==> src/rtl/ps2_host_tx.sv <==
// PS/2 host-to-device transmitter: inhibits the bus, requests to send, then shifts a command
// byte out LSB first with odd parity on device clock falling edges and checks the device ACK.
module ps2_host_tx #(
  parameter int unsigned INHIBIT_CYCLES = 5000,
  parameter int unsigned TIMEOUT_CYCLES = 750000
) (
  input  logic       clk,
  input  logic       resetn,
  input  logic       send,
  input  logic [7:0] data,
  output logic       busy,
  output logic       done,
  output logic       error,
  input  logic       ps2_clk_in,
  input  logic       ps2_dat_in,
  output logic       ps2_clk_oe,
  output logic       ps2_dat_oe
);

  // One shared timer serves both the inhibit interval and the device-clock timeout.
  localparam int unsigned TMax = (INHIBIT_CYCLES > TIMEOUT_CYCLES) ? INHIBIT_CYCLES
                                                                    : TIMEOUT_CYCLES;
  localparam int unsigned TW = $clog2(TMax + 1);
  localparam logic [TW-1:0] InhibitLast = TW'(INHIBIT_CYCLES - 1);
  localparam logic [TW-1:0] TimeoutLast = TW'(TIMEOUT_CYCLES - 1);

  localparam logic [2:0] StIdle    = 3'd0;
  localparam logic [2:0] StInhibit = 3'd1;
  localparam logic [2:0] StReq     = 3'd2;
  localparam logic [2:0] StBits    = 3'd3;
  localparam logic [2:0] StAck     = 3'd4;
  localparam logic [2:0] StRelease = 3'd5;

  logic [2:0]    state_q, state_d;
  logic [TW-1:0] timer_q, timer_d;
  logic [3:0]    edge_cnt_q, edge_cnt_d;
  logic [7:0]    data_q, data_d;
  logic          parity_q, parity_d;
  logic          busy_q, busy_d;
  logic          done_q, done_d;
  logic          error_q, error_d;
  logic          clk_oe_q, clk_oe_d;
  logic          dat_oe_q, dat_oe_d;
  logic          clk_meta_q, clk_sync_q, clk_prev_q;
  logic          dat_meta_q, dat_sync_q;
  logic          clk_fall;
  logic          abort;

  assign clk_fall = clk_prev_q & ~clk_sync_q;

  always_comb begin
    state_d    = state_q;
    timer_d    = timer_q;
    edge_cnt_d = edge_cnt_q;
    data_d     = data_q;
    parity_d   = parity_q;
    busy_d     = busy_q;
    done_d     = 1'b0;
    error_d    = 1'b0;
    clk_oe_d   = clk_oe_q;
    dat_oe_d   = dat_oe_q;
    abort      = 1'b0;

    unique case (state_q)
      StIdle: begin
        clk_oe_d = 1'b0;
        dat_oe_d = 1'b0;
        timer_d  = '0;
        // A request coinciding with the completion pulse belongs to the old transfer.
        if (send && !done_q && !error_q) begin
          data_d   = data;
          parity_d = ~^data;
          busy_d   = 1'b1;
          clk_oe_d = 1'b1;
          state_d  = StInhibit;
        end
      end
      StInhibit: begin
        if (timer_q == InhibitLast) begin
          timer_d  = '0;
          dat_oe_d = 1'b1;
          state_d  = StReq;
        end else begin
          timer_d = timer_q + TW'(1);
        end
      end
      StReq: begin
        clk_oe_d   = 1'b0;
        dat_oe_d   = 1'b1;
        edge_cnt_d = '0;
        timer_d    = '0;
        state_d    = StBits;
      end
      StBits: begin
        if (clk_fall) begin
          timer_d    = '0;
          edge_cnt_d = edge_cnt_q + 4'd1;
          if (edge_cnt_q < 4'd8) begin
            dat_oe_d = ~data_q[edge_cnt_q[2:0]];
          end else if (edge_cnt_q == 4'd8) begin
            dat_oe_d = ~parity_q;
          end else begin
            dat_oe_d = 1'b0;
            state_d  = StAck;
          end
        end else if (timer_q == TimeoutLast) begin
          abort = 1'b1;
        end else begin
          timer_d = timer_q + TW'(1);
        end
      end
      StAck: begin
        if (clk_fall) begin
          timer_d = '0;
          if (!dat_sync_q) begin
            state_d = StRelease;
          end else begin
            error_d  = 1'b1;
            busy_d   = 1'b0;
            clk_oe_d = 1'b0;
            dat_oe_d = 1'b0;
            state_d  = StIdle;
          end
        end else if (timer_q == TimeoutLast) begin
          abort = 1'b1;
        end else begin
          timer_d = timer_q + TW'(1);
        end
      end
      StRelease: begin
        if (clk_sync_q && dat_sync_q) begin
          done_d  = 1'b1;
          busy_d  = 1'b0;
          state_d = StIdle;
        end else if (clk_fall) begin
          timer_d = '0;
        end else if (timer_q == TimeoutLast) begin
          abort = 1'b1;
        end else begin
          timer_d = timer_q + TW'(1);
        end
      end
      default: begin
        state_d = StIdle;
      end
    endcase

    if (abort) begin
      error_d  = 1'b1;
      busy_d   = 1'b0;
      clk_oe_d = 1'b0;
      dat_oe_d = 1'b0;
      timer_d  = '0;
      state_d  = StIdle;
    end
  end

  always_ff @(posedge clk or negedge resetn) begin
    if (!resetn) begin
      state_q    <= StIdle;
      timer_q    <= '0;
      edge_cnt_q <= '0;
      data_q     <= '0;
      parity_q   <= 1'b0;
      busy_q     <= 1'b0;
      done_q     <= 1'b0;
      error_q    <= 1'b0;
      clk_oe_q   <= 1'b0;
      dat_oe_q   <= 1'b0;
      clk_meta_q <= 1'b1;
      clk_sync_q <= 1'b1;
      clk_prev_q <= 1'b1;
      dat_meta_q <= 1'b1;
      dat_sync_q <= 1'b1;
    end else begin
      state_q    <= state_d;
      timer_q    <= timer_d;
      edge_cnt_q <= edge_cnt_d;
      data_q     <= data_d;
      parity_q   <= parity_d;
      busy_q     <= busy_d;
      done_q     <= done_d;
      error_q    <= error_d;
      clk_oe_q   <= clk_oe_d;
      dat_oe_q   <= dat_oe_d;
      clk_meta_q <= ps2_clk_in;
      clk_sync_q <= clk_meta_q;
      clk_prev_q <= clk_sync_q;
      dat_meta_q <= ps2_dat_in;
      dat_sync_q <= dat_meta_q;
    end
  end

  assign busy       = busy_q;
  assign done       = done_q;
  assign error      = error_q;
  assign ps2_clk_oe = clk_oe_q;
  assign ps2_dat_oe = dat_oe_q;

endmodule

==> config.mk <==
export PLATFORM = sky130hd
export DESIGN_NAME = ps2_host_tx
export DESIGN_NICKNAME = d
export VERILOG_FILES = /design/src/rtl/ps2_host_tx.sv
export SDC_FILE = /design/constraint.sdc
export NUM_CORES = 1
export LEC_CHECK = 0
export CAP_MARGIN = 20
export CORE_MARGIN = 2
export CORE_UTILIZATION = 63
export DETAILED_ROUTE_END_ITERATION = 10
export GPL_ROUTABILITY_DRIVEN = 0
export PLACE_DENSITY = 0.87
export SLEW_MARGIN = 30
export SYNTH_ARGS = -nofsm -noshare
export SYNTH_HDL_FRONTEND = slang
export SYNTH_SLANG_ARGS = --single-unit
==> constraint.sdc <==
create_clock -name clk -period 3.89 [get_ports clk]
set_input_delay 1.167 -clock clk [delete_from_list [all_inputs] [get_ports clk]]
set_output_delay 1.167 -clock clk [all_outputs]
set_load 0.02 [all_outputs]
==> summary.txt, run 1 <==
Cells and area
  • FF+latch area: 0.00116 mm²
  • Fin nets: 291
  • Fillers: 288
  • Share of layout cells above drive strength 1: 11.6%
  • Ant. Diodes: 0
  • Area of the multi-input gates: 0.00132 mm²
  • Layout area overhead: 10.8%

Routing
  • Mean routed wirelength per cell: 15.2 µm
  • ANT nets after route: 0
  • Vias per cell: 6.13
  • Residual DRC: 0
  • DR vias: 1997
  • Detailed Route WL: 4.95 mm
  • DRT Pass-1 Iters: 4
  • Initial DRC count: 205

Setup path
  • Startpoint types: input port
  • Reg2reg setup slack: 1640 ps
  • Worst EP arrival: 2840 ps
  • Critical Path Sink Type: register
  • Worst r2r src: clk_prev_q$_DFF_PN1_
  • CP max FO: 11
  • Crit path kind: in -> reg
  • Reg2Reg Depth: 6
  • Worst Path Required: 4090 ps
  • CP Capture Point: data_q[2]$_DFFE_PN0P_
  • Worst Setup SP: send
  • Critical R2R Capture: timer_q[6]$_DFFE_PN0P_

STA
  • Final min period: 2650 ps
  • Final hold viol count: 0
  • Fin crit share: 68.0%
  • Fmax: 378 MHz
  • Setup tns final: 0 ps
  • Final number of setup-violating endpoints: 0
  • Worst-margin pin slew: 621 ps
  • Final slew viol count: 0
  • Worst Clk Skew: 6.59 ps
  • Relative slew margins: 58.5%
  • RSZ-0062 raised after global routing: false
  • Post-route setup slack: 1240 ps

Yosys
  • Synthesized flop and latch total: 46
  • Ys async rst share: 100%
  • Most used DFF post-synth: dfrtp_1
  • Mapped Cells: 260
  • Synth cell types: 58
  • Synth Warn #: 0
  • Mapped Area: 0.00255 mm²
  • Post-synth EDFFs: 0
  • Synthesized Nets: 276
  • Mapped Avg Cell Area: 9.82 µm²
  • Seq/Total Area, Yosys: 45.3%

Clock tree
  • CTS tree: done
  • Clk_lat worst skew: 310 ps
  • Clk sinks: 46
  • Post-CTS Setup Inserts: 0
  • Htree depth: 2
  • Root buffer cell: clkbuf_8
  • Total CTS buffers: 5
  • Clk pin slew, worst setup/hold paths: 90 ps
  • PostCTS Resize Cnt: 0
  • CTS hold repair buffers: 0
  • CTS Buffer Depth: 2

Die
  • Core area: 0.00394 mm²
  • Die height: 67.7 µm
  • Die X: 67.7 µm
  • IO Count: 18
  • Initial Utilization: 64.8%
  • Row cnt: 23
  • Die area: 0.00458 mm²

Global route
  • GRT overflow: 0
  • Antenna violations before repair: 0
  • GRT Total Usage: 24.5%
  • Vias in the first global route: 1766
  • Largest net degree at the start of global routing: 47
  • First-pass GRT wire length: 8.39 mm

Flow run
  • MaxCap Viol Count: 0

Place
  • Port Buffers: 17
  • DP HPWL: 3.46 mm
  • Dpl ws: 888 ps

Pwr
  • Pwr per Cell Area: 290 mW/mm²
  • Leak: 1.21 nW
  • Maximum vdd drop: 0.275 mV

Run status
  • Status: finished clean

Worst hold path
  • Hold crit path type: reg -> reg
[registers in the layout, indices dropped and copies added (netlist names), 3 cells and up]
register / cells
state_q: 3
edge_cnt_q: 4
timer_q: 20
data_q: 8
[cell families (layout without fill, tap and decap cells)]
kind of cell,after synthesis,after routing,share of synthesized area [%]
xor gates and xnor gates,17,17,5.83
muxes,12,12,5.59
buffers and inverters,17,33,3.04
DFF,46,46,45.3
adders and majority gates,3,3,1.47
and+or+nand+nor,117,117,25.1
AOI/OAI and AO/OA,48,48,13.6
[synth_stat cells (4+ instances only)]
| library cell | n | area (µm²) |
|---|---|---|
| dfrtp_1 | 41 | 1030 |
| nand2_1 | 29 | 109 |
| nor2_1 | 20 | 75.1 |
| nand3_1 | 16 | 80.1 |
| o21ai_0 | 11 | 55.1 |
| nand4_1 | 10 | 62.6 |
| xnor2_1 | 10 | 87.6 |
| mux2_2 | 8 | 90.1 |
| nand2b_1 | 8 | 50.1 |
| inv_1 | 7 | 26.3 |
| xor2_1 | 7 | 61.3 |
| clkbuf_1 | 6 | 22.5 |
| nor3_1 | 6 | 30.0 |
| a21o_1 | 5 | 37.5 |
| a21oi_1 | 5 | 25.0 |
| dfstp_2 | 5 | 131 |
| and3_1 | 4 | 25.0 |
| nor4_1 | 4 | 25.0 |
[metal layers]
layer	global-route usage [%]	part of all wire (%)
met4	8.93	1.5
met1	33.9	47
met2	37.6	47
met5	0	0
met3	5.17	4.8
[critical path: stages]
cell and delay (ps):
clkdlybuf4s50_1 450, nor3b_1 350, nand3b_1 450, mux2_2 420
[worst min-delay path by stage]
| stage | from | to | cells after the start |
|---|---|---|---|
| final | dat_meta_q$_DFF_PN1_ | dat_sync_q$_DFF_PN1_ | 0 |
| after global routing | dat_meta_q$_DFF_PN1_ | dat_sync_q$_DFF_PN1_ | 0 |
| after CTS | dat_meta_q$_DFF_PN1_ | dat_sync_q$_DFF_PN1_ | 0 |
| after detailed placement | dat_meta_q$_DFF_PN1_ | dat_sync_q$_DFF_PN1_ | 0 |
| after global placement | clk_meta_q$_DFF_PN1_ | clk_sync_q$_DFF_PN1_ | 0 |
| after floorplan | clk_meta_q$_DFF_PN1_ | clk_sync_q$_DFF_PN1_ | 0 |
[cell type report]
| cell class | instances | area share (%) |
|---|---|---|
| clock buffer | 5 | 2.43 |
| inverter | 7 | 0.928 |
| clock inverter | 3 | 0.752 |
| timing repair buffer | 18 | 6.19 |
| sequential | 46 | 40.9 |
| tap | 50 | 2.21 |
| multi-input combinational | 197 | 46.6 |
[per-stage QoR]
stage	utilization (%)	instances	cell area, µm²	power (mW)	hold slack, ps
2_1_floorplan	-	260	2550	0.510	345
3_3_place_gp	69.4	318	2740	0.534	347
3_5_place_dp	69.5	318	2740	0.537	347
4_1_cts	71.8	326	2830	0.829	360
5_1_grt	71.8	326	2830	0.850	366
6_report	71.8	326	2830	0.822	360
[placed cells by master (no fill, tap or decap), types with 2 or more instances in the layout]
master	synthesis	routed
dfrtp_1	41	41
nand2_1	29	29
nor2_1	20	20
nand3_1	16	16
clkdlybuf4s50_1	0	16
o21ai_0	11	11
nand4_1	10	10
xnor2_1	10	10
mux2_2	8	8
nand2b_1	8	8
inv_1	7	7
xor2_1	7	7
nor3_1	6	6
a21o_1	5	5
a21oi_1	5	5
dfstp_2	5	5
clkbuf_8	0	5
nor4_1	4	4
and3_1	4	4
nor2b_1	3	3
a31oi_1	3	3
o21ai_1	3	3
mux2i_1	3	3
or4_1	3	3
ha_1	3	3
and4_1	2	2
a22o_1	2	2
o2bb2ai_1	2	2
a32o_1	2	2
o31ai_1	2	2
buf_4	1	2
[where the power goes]
| part | switching (mW) | internal, mW | total [mW] |
|---|---|---|---|
| clock network | 0.169 | 0.126 | 0.295 |
| logic | 0.0221 | 0.0200 | 0.0422 |
| registers | 0.00184 | 0.483 | 0.484 |
Power figures use the tool's default switching activity.
==> run 2: changes to the inputs <==
- CORE_UTILIZATION: 63 -> 53
- PLACE_DENSITY: 0.87 -> 0.78
- clock period: 3.89 -> 2.4 ns (I/O delays scaled with it)
==> run 2 against run 1 <==
Via count grew 1.9%. Flip-flop and latch count is the same. Final cell count grew 3.1%. Die area grew 18%. Cell area grew 2.5%. Utilization shrank 9.9 points. Wire length grew 7.3%.
==> summary.txt, run 2 (synthesized netlist as in run 1, its figures left out) <==
Global route
  • Vias in the first global route: 2046 (+16%)
  • GRT Total Usage: 21.8% (-2.7 points)
  • GRT overflow: 0 (unchanged)
  • Largest net degree at the start of global routing: 47 (unchanged)
  • First-pass GRT wire length: 9.20 mm (+9.7%)
  • Antenna violations before repair: 0 (unchanged)

Setup path
  • Crit path kind: reg -> reg
  • Worst r2r src: timer_q[0]$_DFFE_PN0P_
  • Reg2Reg Depth: 7 (+1)
  • Critical R2R Capture: timer_q[8]$_DFFE_PN0P_
  • Critical Path Sink Type: register
  • Slowest cell on crit path: dfrtp_1
  • CP top delay family: simple AND/OR/NAND/NOR gates
  • Reg2reg setup slack: 300 ps (-1340 ps)
  • CP max FO: 10 (-1)
  • Worst Path Required: 2570 ps (-1520 ps)
  • Worst EP arrival: 2270 ps (-570 ps)
  • Critical path's largest stage delay: 400 ps (-50 ps)
  • CP Buf/Inv Count: 0 (-1)
  • Startpoint types: register
  • CP Cell Sequence: ha_1 > nand3_1 > nor4b_2 > nand4b_4 > o21a_4 > nand2_1 > o311ai_1

Cells and area
  • Layout area overhead: 13.6%
  • Max reg flops: 20 (unchanged)
  • Share of layout cells above drive strength 1: 13.5% (+1.9 points)
  • Ant. Diodes: 0 (unchanged)
  • Fin nets: 297 (+2.1%)
  • Commonest non-fill, non-tap cells in the layout: dfrtp_1 (41), nand2_1 (29), nor2_1 (20), nand3_1 (16), clkdlybuf4s50_1 (16)
  • Commonest non-fill, non-tap cell in the layout: dfrtp_1
  • Reg with most FFs: timer_q
  • Biggest regs: timer_q (20), data_q (8), edge_cnt_q (4)
  • Finished Layout Cells: 336 (+3.1%)

STA
  • Final min period: 2100 ps
  • Fin crit share: 87.4%
  • RSZ-0062 raised after global routing: false
  • Final slew viol count: 0 (unchanged)
  • Final hold viol count: 0 (unchanged)
  • Worst-margin pin slew: 565 ps (-55.4 ps)
  • WHS: 354 ps (-6.28 ps)
  • Post-route setup slack: 303 ps (-941 ps)
  • Setup tns final: 0 ps (unchanged)
  • Worst Clk Skew: 12.1 ps (+5.47 ps)
  • Fmax: 477 MHz
  • Relative slew margins: 62.3% (+3.8 points)
  • Final number of setup-violating endpoints: 0 (unchanged)

Die
  • Initial Utilization: 54.4% (-10 points)
  • Row cnt: 25 (+8.7%)
  • Core area: 0.00469 mm² (+19%)
  • Die area: 0.00539 mm² (+18%)
  • Die height: 73.4 µm (+8.5%)
  • IO Count: 18 (unchanged)
  • Die X: 73.4 µm (+8.5%)

Routing
  • Mean routed wirelength per cell: 15.8 µm (+4.1%)
  • Residual DRC: 0 (unchanged)
  • DRT Pass-1 Iters: 5 (+1)
  • ANT nets after route: 0 (unchanged)
  • DR vias: 2035 (+1.9%)
  • Detailed Route WL: 5.31 mm (+7.3%)
  • Initial DRC count: 281 (+37%)
  • Vias per cell: 6.06 (-1.1%)

Place
  • DP HPWL: 3.79 mm (+9.6%)
  • Placed insts: 328 (+3.1%)
  • Dpl ws: 260 ps (-628 ps)
  • Port Buffers: 17 (unchanged)

Pwr
  • Maximum vdd drop: 0.402 mV (+46%)
  • Pwr Total: 1.44 mW (+75%)
  • Pwr per Cell Area: 496 mW/mm² (+71%)
  • Leak: 1.25 nW (+2.9%)

Worst hold path
  • Hold Crit Start: clk_meta_q$_DFF_PN1_
  • Hold Path Depth: 0 (unchanged)
  • Hold crit path type: reg -> reg
  • WHS Endpoint: clk_sync_q$_DFF_PN1_

Clock tree
  • Total CTS buffers: 5 (unchanged)
  • Clk pin slew, worst setup/hold paths: 90 ps (about the same)
  • Clk sinks: 46 (unchanged)
  • PostCTS Resize Cnt: 0 (unchanged)
  • Clk_lat worst skew: 300 ps (about the same)
  • CTS tree: done
  • Root buffer cell: clkbuf_8
  • CTS hold repair buffers: 0 (unchanged)
  • Post-CTS Setup Inserts: 0 (unchanged)
  • Htree depth: 2 (unchanged)
  • CTS Buffer Depth: 2 (unchanged)

Run status
  • Status: finished clean

Flow run
  • MaxCap Viol Count: 0 (unchanged)
[run 2: cell types whose count changed in the layout (fill, tap and decap cells not counted)]
cell        change
clkinvlp_4      +1
buf_2           +1
clkinv_2        -1
buf_4           +5
clkinv_4        -1
bufinv_16       +1
[run 2: power by group]
part | switching [mW] | total (mW) | internal (mW)
logic | 0.0354 | 0.0705 | 0.0351
clock network | 0.273 | 0.583 | 0.310
registers | 0.00314 | 0.785 | 0.782
total | 0.311 | 1.44 | 1.13
[run 2: worst max-delay path by stage]
stage | start | depth (start not counted) | slack, ps | end
floorplan | clk_prev_q$_DFF_PN1_ | 7 | 540 | timer_q[9]$_DFFE_PN0P_
global placement | send | 5 | 280 | data_q[4]$_DFFE_PN0P_
detailed placement | send | 5 | 260 | data_q[2]$_DFFE_PN0P_
CTS | timer_q[0]$_DFFE_PN0P_ | 7 | 300 | timer_q[14]$_DFFE_PN0P_
global route | timer_q[1]$_DFFE_PN0P_ | 7 | 160 | timer_q[3]$_DFFE_PN0P_
finish | timer_q[0]$_DFFE_PN0P_ | 7 | 300 | timer_q[8]$_DFFE_PN0P_
[run 2: area by class of cell]
cell class	instances	area [µm²]
clock buffer	5	68.8
clock inverter	3	45.0
fill	380	1790
inverter	7	26.3
multi-input combinational	197	1320
sequential	46	1160
tap	54	67.6
timing repair buffer	24	218
[run 2: metal layers]
layer  up-vias  GRT usage, %  share of wire (%)
li1        979             -                  -
met4         0          8.08                1.2
met5         -             0                  0
met1       990          29.6                 47
met3         6          2.88                3.7
met2        60          35.7                 48
[run 2: worst reg2reg max path: stages (launching register included)]
cell and delay [ps]:
dfrtp_1 400, ha_1 230, nand3_1 210, nor4b_2 400
nand4b_4 240, o21a_4 220, nand2_1 150, o311ai_1 120
[run 2: metrics by stage]
stage	utilization [%]	instance area [µm²]
finish	61.8	2900
global route	61.8	2900
CTS	61.8	2900
floorplan	-	2550
detailed placement	59.4	2790
global placement	59.4	2790
==> run 3: changes to the inputs <==
- CTS_BUF_LIST: not set -> sky130_fd_sc_hd__clkbuf_8 sky130_fd_sc_hd__clkbuf_16
==> results of run 3 <==
Final layout, timing and power as in run 2 (identical DEF).
==> RTL edit (settings of run 3) <==
Reset style: synchronous (`resetn`), changed in one clocked block.
--- a/src/rtl/ps2_host_tx.sv
+++ b/src/rtl/ps2_host_tx.sv
@@ -155,7 +155,7 @@
     end
   end
 
-  always_ff @(posedge clk or negedge resetn) begin
+  always_ff @(posedge clk) begin
     if (!resetn) begin
       state_q    <= StIdle;
       timer_q    <= '0;
Formal check against the unedited RTL: differs if resetn is asserted again (counterexample within 4 cycles, from zero or initial values and one cycle with resetn low); with resetn held inactive, the same outputs for 10 cycles.
==> RTL edit against run 3 <==
Area after synthesis shrank 6.4%; global-route usage grew 1.3 points; routed wire length grew 0.96%; worst setup slack lost 0.25 ns; sequential cell count is the same; maximum frequency shrank 10%; clock skew shrank 0.0090 ns; cell area shrank 1.1%; critical path type unchanged.
Power is not compared: it rests on default switching activity, and its combinational part moved more than twofold at a synthesized area within 25%.
==> RTL edit: results (changes against run 3) <==
ASYNC_RESET_FF_SHARE_PCT=0  # was 100%
DRC_VIOLATION_TOTAL_AFTER_THE_FIRST_TRITONROUTE_ITERATION=201  # was 281
VIASPERCELL=5.86  # was 6.06
PLACEDCELLCOUNT=354  # was 328
GRT.TOTAL_USAGE_PCT=23.1  # was 21.8%
NETLIST-CELL-TYPE-COUNT=51  # was 58
NFILLCELLS=354  # was 380
COUNT_OF_PLACED_STANDARD_CELLS_IN_THE_FINAL_LAYOUT_FILLERS_LEFT_OUT=365  # was 336
REPORT.POWER.TOTAL_W=0.00154
NUM-NETS-FINAL=328  # was 297
CLOCK_TREE.BUFFER_DEPTH=2  # unchanged
POWER_FRAC_COMB_PCT=11.1
REGISTER_AREA_SHARE_AFTER_SYNTHESIS_PCT=38.5  # was 45.3%
SYNTH_TOP_CELLS_BY_AREA='dfxtp_1 39%, nand2_1 4.2%, xor2_1 4.0%'  # was dfrtp_1 40%, dfstp_2 5.1%, nand2_1 4.3%
SYN-NUM-NETS=296  # was 276
YOSYSWARNINGS=0  # unchanged
CLKSLEWWORSTSETUPHOLDPATHS_NS=0.09  # about the same
ANTENNA_CELLS_INSERTED=0  # unchanged
HOLD_PATH.CLASS='register to register'  # unchanged
STATUS='complete, no violations'  # unchanged
CTS_INSERTED_BUFFERS=5  # unchanged
WORST_IR_DROP_VDD_mV=0.491
WORST_PIN_SLEW_NS=0.499  # was 0.565 ns
POST_SYNTH_INST_COUNT=280  # was 260
CLOCKROOTBUFFER='clkbuf_8'  # unchanged
SYNTH.CELLS.MOST_FREQUENT='46 x dfxtp_1, 27 x nand2_1, 21 x nor2_1'  # was 41 x dfrtp_1, 29 x nand2_1, 20 x nor2_1
CTS_MAX_LEVEL=2  # unchanged
WIRE_LENGTH_OF_THE_FIRST_GLOBAL_ROUTING_PASS_UM=9450  # was 9200 um
CLK-INSERTION-DELAY-LATE_NS=0.30  # about the same
FINAL_LAYOUT_SIZE_SUFFIX_GT1_SHARE_PCT=13.4  # was 13.5%
IO_BUFFER_COUNT=17  # unchanged
GRT_PASS1_VIAS=2018  # was 2046
P_SW_SHARE_PCT=23.4
DETAILED_PLACE_HPWL_UM=3700  # was 3790 um
DETAIL_ROUTE.WIRELENGTH_UM=5360  # was 5310 um
DRT_PRE_ANTENNA_ITERS=5  # unchanged
SEQ_CELL_POWER_W=0.000797
PLACEMENT.CELL_AREA_MM2=0.00269  # was 0.00279 mm2
REG.LARGEST.LIST='timer_q (20), data_q (8), edge_cnt_q (4)'  # unchanged
POSTCTSSETUPREPAIRBUFS=2  # was 0
CTS_RESIZED=4  # was 0
WORST_SETUP_SLACK_BEFORE_CLOCK_TREE_SYNTHESIS_NS=-0.124  # was 0.260 ns
ANTENNA_FOUND_INITIAL=0  # unchanged
POWER.LEAKAGE_nW=0.975
PIN_COUNT_OF_THE_BIGGEST_NET_ENTERING_GLOBAL_ROUTING=21  # was 47
CLOCK-SKEW-FINAL_NS=0.00305  # was 0.0121 ns
PATH_MAX_FANOUT=6  # was 10
## RTL edit: final cells by class
type / instances / area [um2] / share of cell area [%]
multi-input combinational: 215 / 1380 / 48.2
clock inverter: 3 / 41.3 / 1.44
tap: 52 / 65.1 / 2.27
timing repair buffer: 38 / 368 / 12.8
sequential: 46 / 921 / 32.1
clock buffer: 5 / 68.8 / 2.40
inverter: 6 / 22.5 / 0.785
## RTL edit: routing by layer
layer | GRT usage, % | part of all wire [%]
met1 | 33.7 | 48
met2 | 34.6 | 45
met3 | 3.70 | 4.9
met4 | 7.76 | 1.5
met5 | 0 | 0
## RTL edit: cells by family after synthesis
| logic type | synth area share [%] |
|---|---|
| AO/OA/AOI/OAI | 17.7 |
| XOR/XNOR | 7.69 |
| adder cells (fa/ha/maj) | 1.57 |
| buffers and inverters | 3.77 |
| flip-flops | 38.5 |
| multiplexers | 2.77 |
| AND/OR/NAND/NOR | 27.9 |
## RTL edit: stage by stage
| stage | TNS [ns] | util [%] |
|---|---|---|
| after floorplan | 0 | - |
| after global placement | -0.356 | 61.9 |
| after detailed placement | -1.20 | 61.9 |
| after CTS | 0 | 65.9 |
| after global routing | -0.0142 | 65.9 |
| final | 0 | 65.9 |
## RTL edit: worst paths after layout
| path | start | to | slack [ns] | cells past startpoint |
|---|---|---|---|---|
| worst max register to register | timer_q[6] | timer_q[8] | 0.06 | 7 |
| worst max-delay path | timer_q[6] | timer_q[8] | 0.06 | 7 |
| worst min-delay path | clk_meta_q | clk_sync_q | 0.41 | 1 |
| worst min register to register | clk_meta_q | clk_sync_q | 0.41 | 1 |
## RTL edit: worst max-delay path: stages (launching register included)
cell	delay (ns)
dfxtp_1	0.32
or4_1	0.51
or4_4	0.45
buf_6	0.15
o41a_1	0.42
o31ai_4	0.16
buf_6	0.19
a21oi_1	0.04
